### config.mk
export PLATFORM = sky130hd
export DESIGN_NAME = stretch_pulse_mc
export DESIGN_NICKNAME = d
export VERILOG_FILES = /design/src/rtl/stretch_pkg.sv /design/src/rtl/stretch_chan.sv /design/src/rtl/stretch_pulse_mc.sv
export SDC_FILE = /design/constraint.sdc
export NUM_CORES = 1
export LEC_CHECK = 0
export CAP_MARGIN = 20
export CORE_AREA = 4 4 123 125
export CTS_CLUSTER_SIZE = 20
export DETAILED_ROUTE_END_ITERATION = 12
export DIE_AREA = 0 0 127 129
export SLEW_MARGIN = 20
export SYNTH_ARGS = -nofsm -noshare
export SYNTH_HDL_FRONTEND = slang
export SYNTH_HIERARCHICAL = 1
export SYNTH_SLANG_ARGS = --single-unit
### constraint.sdc
create_clock -name clk_i -period 4 [get_ports clk_i]
set_input_delay 0.6 -clock clk_i [delete_from_list [all_inputs] [get_ports clk_i]]
set_output_delay 0.6 -clock clk_i [all_outputs]
set_load 0.02 [all_outputs]
### src/rtl/stretch_pkg.sv
// Shared definitions for the multi-channel pulse stretcher: trigger modes,
// per-channel FSM encoding and counter sizing helpers.
package stretch_pkg;

  localparam int unsigned EDGE_RISE = 0;
  localparam int unsigned EDGE_FALL = 1;
  localparam int unsigned EDGE_BOTH = 2;

  typedef enum logic [1:0] {
    ST_IDLE    = 2'd0,
    ST_STRETCH = 2'd1,
    ST_HOLDOFF = 2'd2
  } state_e;

  function automatic int unsigned max_u(input int unsigned a, input int unsigned b);
    return (a > b) ? a : b;
  endfunction

  // One counter serves both the stretch and the holdoff phase.
  function automatic int unsigned cnt_width(input int unsigned min_dur,
                                            input int unsigned holdoff);
    return $clog2(max_u(min_dur, holdoff) + 1);
  endfunction

endpackage

### src/rtl/stretch_chan.sv
// One pulse-stretcher channel: input synchroniser, edge detect, stretch/holdoff
// FSM with shared down-counter, and a sticky overrun flag.
module stretch_chan
  import stretch_pkg::*;
#(
  parameter int unsigned MIN_DURATION = 5,
  parameter int unsigned HOLDOFF      = 0,
  parameter int unsigned EDGE         = 0,
  parameter int unsigned RETRIGGER    = 1,
  parameter int unsigned PASSTHRU     = 1
) (
  input  logic clk_i,
  input  logic reset_ni,
  input  logic armed_i,
  input  logic in_i,
  input  logic clr_i,
  output logic out_o,
  output logic busy_o,
  output logic overrun_o
);

  localparam int unsigned CW = cnt_width(MIN_DURATION, HOLDOFF);
  localparam logic [CW-1:0] LOAD_STRETCH = CW'(MIN_DURATION - 1);
  localparam logic [CW-1:0] LOAD_HOLD    = CW'((HOLDOFF > 0) ? HOLDOFF - 1 : 0);
  localparam logic [CW-1:0] ONE          = CW'(1);
  localparam logic          HOLD_EN      = (HOLDOFF > 0);
  localparam logic          RETRIG_EN    = (RETRIGGER != 0);
  localparam logic          PASS_EN      = (PASSTHRU != 0);

  logic          s1_q, s2_q, s3_q;
  logic          rise, fall, edge_hit, trig, drop;
  logic          ovr_q;
  state_e        state_q, state_d;
  logic [CW-1:0] cnt_q, cnt_d;

  always_ff @(posedge clk_i or negedge reset_ni) begin
    if (!reset_ni) begin
      s1_q <= 1'b0;
      s2_q <= 1'b0;
      s3_q <= 1'b0;
    end else begin
      s1_q <= in_i;
      s2_q <= s1_q;
      s3_q <= s2_q;
    end
  end

  always_comb begin
    rise = s2_q & ~s3_q;
    fall = ~s2_q & s3_q;
    if (EDGE == EDGE_RISE)      edge_hit = rise;
    else if (EDGE == EDGE_FALL) edge_hit = fall;
    else                        edge_hit = rise | fall;
    trig = armed_i & edge_hit;
  end

  always_comb begin
    state_d = state_q;
    cnt_d   = cnt_q;
    drop    = 1'b0;
    case (state_q)
      ST_IDLE: begin
        if (trig) begin
          state_d = ST_STRETCH;
          cnt_d   = LOAD_STRETCH;
        end
      end
      ST_STRETCH: begin
        // A retrigger reloads even on the final count, keeping the output continuous.
        if (trig && RETRIG_EN) begin
          cnt_d = LOAD_STRETCH;
        end else begin
          drop = trig;
          if (cnt_q == '0) begin
            if (HOLD_EN) begin
              state_d = ST_HOLDOFF;
              cnt_d   = LOAD_HOLD;
            end else begin
              state_d = ST_IDLE;
              cnt_d   = '0;
            end
          end else begin
            cnt_d = cnt_q - ONE;
          end
        end
      end
      ST_HOLDOFF: begin
        drop = trig;
        if (cnt_q == '0) begin
          state_d = ST_IDLE;
        end else begin
          cnt_d = cnt_q - ONE;
        end
      end
      default: begin
        state_d = ST_IDLE;
        cnt_d   = '0;
      end
    endcase
  end

  always_ff @(posedge clk_i or negedge reset_ni) begin
    if (!reset_ni) begin
      state_q <= ST_IDLE;
      cnt_q   <= '0;
      ovr_q   <= 1'b0;
    end else begin
      state_q <= state_d;
      cnt_q   <= cnt_d;
      if (drop)       ovr_q <= 1'b1;
      else if (clr_i) ovr_q <= 1'b0;
    end
  end

  assign out_o     = (state_q == ST_STRETCH) | (PASS_EN & s2_q);
  assign busy_o    = (state_q != ST_IDLE);
  assign overrun_o = ovr_q;

endmodule

### src/rtl/stretch_pulse_mc.sv
// Multi-channel pulse stretcher: independent stretch_chan instances sharing a
// post-reset arm counter that masks edges from inputs static at release.
module stretch_pulse_mc
  import stretch_pkg::*;
#(
  parameter int unsigned CHANNELS     = 4,
  parameter int unsigned SYSTEM_CLOCK = 50000000,
  parameter int unsigned MIN_DURATION = SYSTEM_CLOCK / 10,
  parameter int unsigned HOLDOFF      = 0,
  parameter int unsigned EDGE         = 0,
  parameter int unsigned RETRIGGER    = 1,
  parameter int unsigned PASSTHRU     = 1
) (
  input  logic                clk_i,
  input  logic                reset_ni,
  input  logic [CHANNELS-1:0] in_i,
  input  logic [CHANNELS-1:0] clr_i,
  output logic [CHANNELS-1:0] out_o,
  output logic [CHANNELS-1:0] busy_o,
  output logic [CHANNELS-1:0] overrun_o
);

  logic [1:0] arm_q;
  logic       armed;

  assign armed = &arm_q;

  always_ff @(posedge clk_i or negedge reset_ni) begin
    if (!reset_ni) begin
      arm_q <= '0;
    end else if (!armed) begin
      arm_q <= arm_q + 2'd1;
    end
  end

  for (genvar g = 0; g < CHANNELS; g++) begin : g_chan
    stretch_chan #(
      .MIN_DURATION (MIN_DURATION),
      .HOLDOFF      (HOLDOFF),
      .EDGE         (EDGE),
      .RETRIGGER    (RETRIGGER),
      .PASSTHRU     (PASSTHRU)
    ) u_chan (
      .clk_i     (clk_i),
      .reset_ni  (reset_ni),
      .armed_i   (armed),
      .in_i      (in_i[g]),
      .clr_i     (clr_i[g]),
      .out_o     (out_o[g]),
      .busy_o    (busy_o[g]),
      .overrun_o (overrun_o[g])
    );
  end

endmodule

# == After elaboration in Yosys (flattened, before gate mapping) ==
# Index checks and enable logic that the tools add are counted.
# op_classes
n_addsub,5
mul,0
n_div,0
magnitude_cmp,0
n_eq_ne,20
n_shift,0
muxes,48
bitwise_logic,16
reduce_logical,25
# op_table
operator,n
$mux 23,16
$pmux 23 s3,4
$logic_not 23->1,4
$sub 23x1->23 const B,4
$mux 2,12
$pmux 2 s3,4
$reduce_and 2->1,9
$ne 2x2->1 const B,8
$reduce_bool 2->1,8
$mux 1,12
$and 1x1->1,8
$eq 2x1->1 const B,4
$eq 2x2->1 const B,4
$logic_not 2->1,4
$ne 2x1->1 const B,4
$not 1->1,4
$or 1x1->1,4
$add 2x1->2 const B,1
# word_totals
regBits,118
latchBits,0
ram_bits,0
romBits,0
input_bits,10
output_inout_bits,12
word_cells,139
memories,0

# == Logic depth before layout (Yosys ltp) ==
# depth
depth_word,5
ltp_mapped,8
ltp_nobuf,7

# == Hierarchy ==
# The synthesis kept the hierarchy.
# modules_own_cells
module,instances,cells_each,area_each_um2,seq_area_each_um2
stretch_chan at g_chan[0].u_chan ...,3,146,1426.4,675.6
stretch_chan at g_chan[3].u_chan,1,160,1536.5,675.6
stretch_pulse_mc,1,5,86.3,50.0

# == Worst setup path before layout ==
# OpenSTA, ideal clock, no wires.
# synth_path
path_kind,register to register
start,register g_chan[3].u_chan.cnt_q[11]
end,register g_chan[3].u_chan.cnt_q[8]
setup_ps,124
arrival_ps,2041
required_time_ps,3876
setup_slack_ps,1835
stages_incl_launch_ff,6
path_buffers,0
period_less_slack_ps,2165
cell_sequence,dfrtp_1 > or4_4 > or2_4 > o41ai_4 > nor3b_1 > a211o_1
# synth_via
elab_chain_cells,4
word_cells_on_any_way,6
classes_between,eq/ne: 1; mux: 3; reduce/logical: 2
# synth_rtl
element,line,text
from (decl),stretch_chan.sv:34,"logic [CW-1:0] cnt_q, cnt_d;"
from (signal assigned),stretch_chan.sv:109,cnt_q <= cnt_d;
$logic_not 23->1 (*),"stretch_chan.sv:74, stretch_chan.sv:89",
$mux 23,stretch_chan.sv:74,if (cnt_q == '0) begin
$mux 23,stretch_chan.sv:70,if (trig && RETRIG_EN) begin
$pmux 23 s3,stretch_chan.sv:61,case (state_q)
# Every way passes the cells marked *; elsewhere a longest branch is shown, timed or not.
# A chain may end at the register's enable or synchronous reset.

# == Worst setup path in the final report ==
# layout_path
start,register g_chan[3].u_chan.cnt_q[0]
end,register g_chan[3].u_chan.cnt_q[20]
# layout_via
elab_chain_cells,4
word_cells_on_any_way,8
classes_between,add/sub: 1; eq/ne: 1; mux: 4; reduce/logical: 2
# layout_rtl
element,line
$sub 23x1->23 or $logic_not 23->1 (tied branches),n/a
$mux 23,stretch_chan.sv:74
$mux 23,stretch_chan.sv:70
$pmux 23 s3,stretch_chan.sv:61
# Several ways; a longest one is shown, not always the timed one. The select of a mux whose other input is x is not followed.

==> results.yml <==
drt:
  drc: 0
  drt_wl_total_um: 13100
  antenna_left: 0
  drt_iter0_markers: 389
  wl_per_cell_um: 16.5
  drt-pass1-iter-count: 5
  num_vias: 4804
  routed_via_density: 6.05
synth:
  yosys.area.top_type: "dfrtp_1"
  syn_avg_cell_area_um2: 9.79
  synth_top_area_share_pct: 46.6
  synth-async-reset-ratio_pct: 100
  syn_nets: 622
  synth_fa_ha_area_share_pct: 1.91
  synth-edff-count: 0
  synth_area_mm2: 0.00590
  synth_warnings: 6
  synth_mux_area_share_pct: 0.763
  synthXorXnorAreaFrac_pct: 1.04
  ys_types: 56
  synth_top_family_by_area: "simple AND/OR/NAND/NOR gates"
  synthTopCellsByArea: "dfrtp_1 47%, nand2_1 4.0%, a21oi_1 3.4%, or3_1 3.0%, nand3_1 2.7%"
  synth-compound-area-share_pct: 16.8
  yosysSeqAreaShare_pct: 46.6
  synthSimpleGateAreaFrac_pct: 29.1
  synth_seq_cells: 110
  synth_flop_cell: "dfrtp_1"
  syn_inst: 603
grt:
  grt_overflow: 0
  grtUsageTotal_pct: 16.9
  grt_pass1_wl_um: 22900
  grt_max_degree: 63
  global_route.usage.met1_pct: 22.3
  grt_pass1_vias: 4658
  antenna_found_initial: 0
  met2_usage_pct: 28.1
  use_met3_pct: 4.11
  grt-busiest-layer: "met2"
finish:
  seq_area_mm2: 0.00275
  syn_to_final_growth_pct: 9.48
  fin_nets: 629
  multi_input_area_mm2: 0.00295
  fillerInstances: 1292
  fin_cells: 794
  n_antenna_cell: 0
  finalInstanceArea_mm2: 0.00646
  drive_above_1_share_pct: 13.2
sta:
  min_period_ps: 2590
  slew_violations: 0
  period_share_pct: 64.7
  worst_pin_slew_ps: 792
  setup_violations: 0
  rsz0062_at_grt: "no"
  setup_tns_ps: 0
  fin_skew_ps: 6.20
  max_clock_freq_mhz: 387
  final_hold_viol_count: 0
  slew_headroom_pct: 46.8
worst_setup_path:
  reg2reg_slack_ps: 1410
  cp-start-kind: "register"
  critPathArrivalTime_ps: 2860
  cp-end-kind: "register"
  required_ps: 4270
  path_class: "reg2reg"
  crit_path_max_fanout: 8
placement:
  dpl.cell_count: 779
  gp_congestion: 0.818
  place_area_mm2: 0.00617
  hpwl_um: 8640
  io_buffers: 13
cts:
  cts_inserted_buffers: 9
  post-cts-setup-buffers: 0
  clkSinkCount: 110
  cts_tree: "done"
  hold_buffers: 0
  cts_buffer_depth: 2
  cts_resized: 0
  path_clk_slew_ps: 70
  root_buffer: "clkbuf_16"
  clk_latency_ps: 350
  htree_levels: 3
floorplan:
  die-width_um: 127
  start_util_pct: 42.5
  die_h_um: 129
  num_io_pins: 22
  rows: 43
  core_mm2: 0.0139
  dieArea_mm2: 0.0164
pwr:
  ir_drop_v: 0.000302
  p_leak_nw: 2.27
  p_per_area_mw_per_mm2: 367
  total_power_w: 0.00237
run_status:
  status: "complete, no violations"
hold_path:
  hold_class: "in2async"
flow_run:
  max-cap-violations: 0
==> stage by stage <==
step	util, %	hold slack, ps	setup WS, ps
global route	46.5	372	1170
CTS	46.5	344	1390
global placement	44.5	339	1460
detailed placement	44.5	349	1420
finish	46.5	316	1410
floorplan	-	304	1840
==> cells in the mapped netlist, types with 6 or more instances <==
cell        n
dfrtp_1   110
nand2_1    63
a21oi_1    40
nand3_1    32
nor3_1     31
o21ai_0    31
or3_1      28
nor2_1     19
a211o_1    18
clkbuf_1   16
or4_1      13
nand4_1    12
inv_1      11
nor4_1     11
o31ai_1    10
ha_1        9
o21ai_1     9
or2_2       9
or4_4       8
buf_4       7
nor3b_1     7
a211oi_1    6
a31oi_1     6
a32oi_1     6
nand3b_1    6
xor2_1      6
==> layer usage <==
metal / wire, µm / vias to the layer above / share of wire, %
li1: - / 2299 / -
met1: 6160 / 2395 / 47
met4: 109 / 0 / 0.83
met2: 6400 / 98 / 49
met3: 460 / 12 / 3.5
met5: 0 / - / 0
==> flip-flops by register name, indices dropped and copies added (netlist names) <==
signal / cells
g_chan.u_chan/s1_q: 4
arm_q: 2
g_chan.u_chan/s2_q: 4
g_chan.u_chan/s3_q: 4
g_chan.u_chan/cnt_q: 92
g_chan.u_chan/state_q: 4
==> final timing paths <==
check,to,startpoint,cells past startpoint
max,g_chan[3].u_chan/cnt_q[20],g_chan[3].u_chan/cnt_q[0],7
min,g_chan[2].u_chan/cnt_q[13],reset_ni,1
max reg2reg,g_chan[3].u_chan/cnt_q[20],g_chan[3].u_chan/cnt_q[0],7
min reg2reg,g_chan[3].u_chan/s2_q,g_chan[3].u_chan/s1_q,0
max in group asynchronous,g_chan[2].u_chan/cnt_q[1],reset_ni,2
min in group clk_i,g_chan[3].u_chan/s2_q,g_chan[3].u_chan/s1_q,0
==> critical path: stages (launching register included) <==
cell	delay, ps
dfrtp_1	420
inv_1	100
ha_1	170
or4b_1	480
nor4_2	610
nand4_1	230
or3_1	360
a21oi_1	130
==> placed cells by master (no fill, tap or decap), types with 7 or more instances in the layout <==
cell,n
a211o_1,18
a21oi_1,40
buf_4,11
clkbuf_16,9
clkdlybuf4s50_1,12
dfrtp_1,110
ha_1,9
inv_1,11
nand2_1,63
nand3_1,32
nand4_1,12
nor2_1,19
nor3_1,31
nor3b_1,7
nor4_1,11
o21ai_0,31
o21ai_1,9
o31ai_1,10
or2_2,9
or3_1,28
or4_1,13
or4_4,8
==> layout make-up <==
class | count | area share, %
inverter | 12 | 0.697
clock buffer | 10 | 3.70
sequential | 110 | 42.6
multi-input combinational | 454 | 45.6
tap | 180 | 3.49
clock inverter | 5 | 0.775
timing repair buffer | 23 | 3.14
==> where the power goes <==
group / leakage (nW) / switching (W) / internal [W]
registers: 1.24 / 0.0000854 / 0.00118
clock network: 0.148 / 0.000404 / 0.000495
logic: 0.886 / 0.000116 / 0.0000864
==> cells by family after synthesis <==
group	count (synthesis)
simple gates	281
compound gates	149
flops	110
buf+inv	39
fa+ha+maj	9
xor+xnor	7
other cells	4
mux	4
No activity file was read; power rests on OpenSTA's default activity.
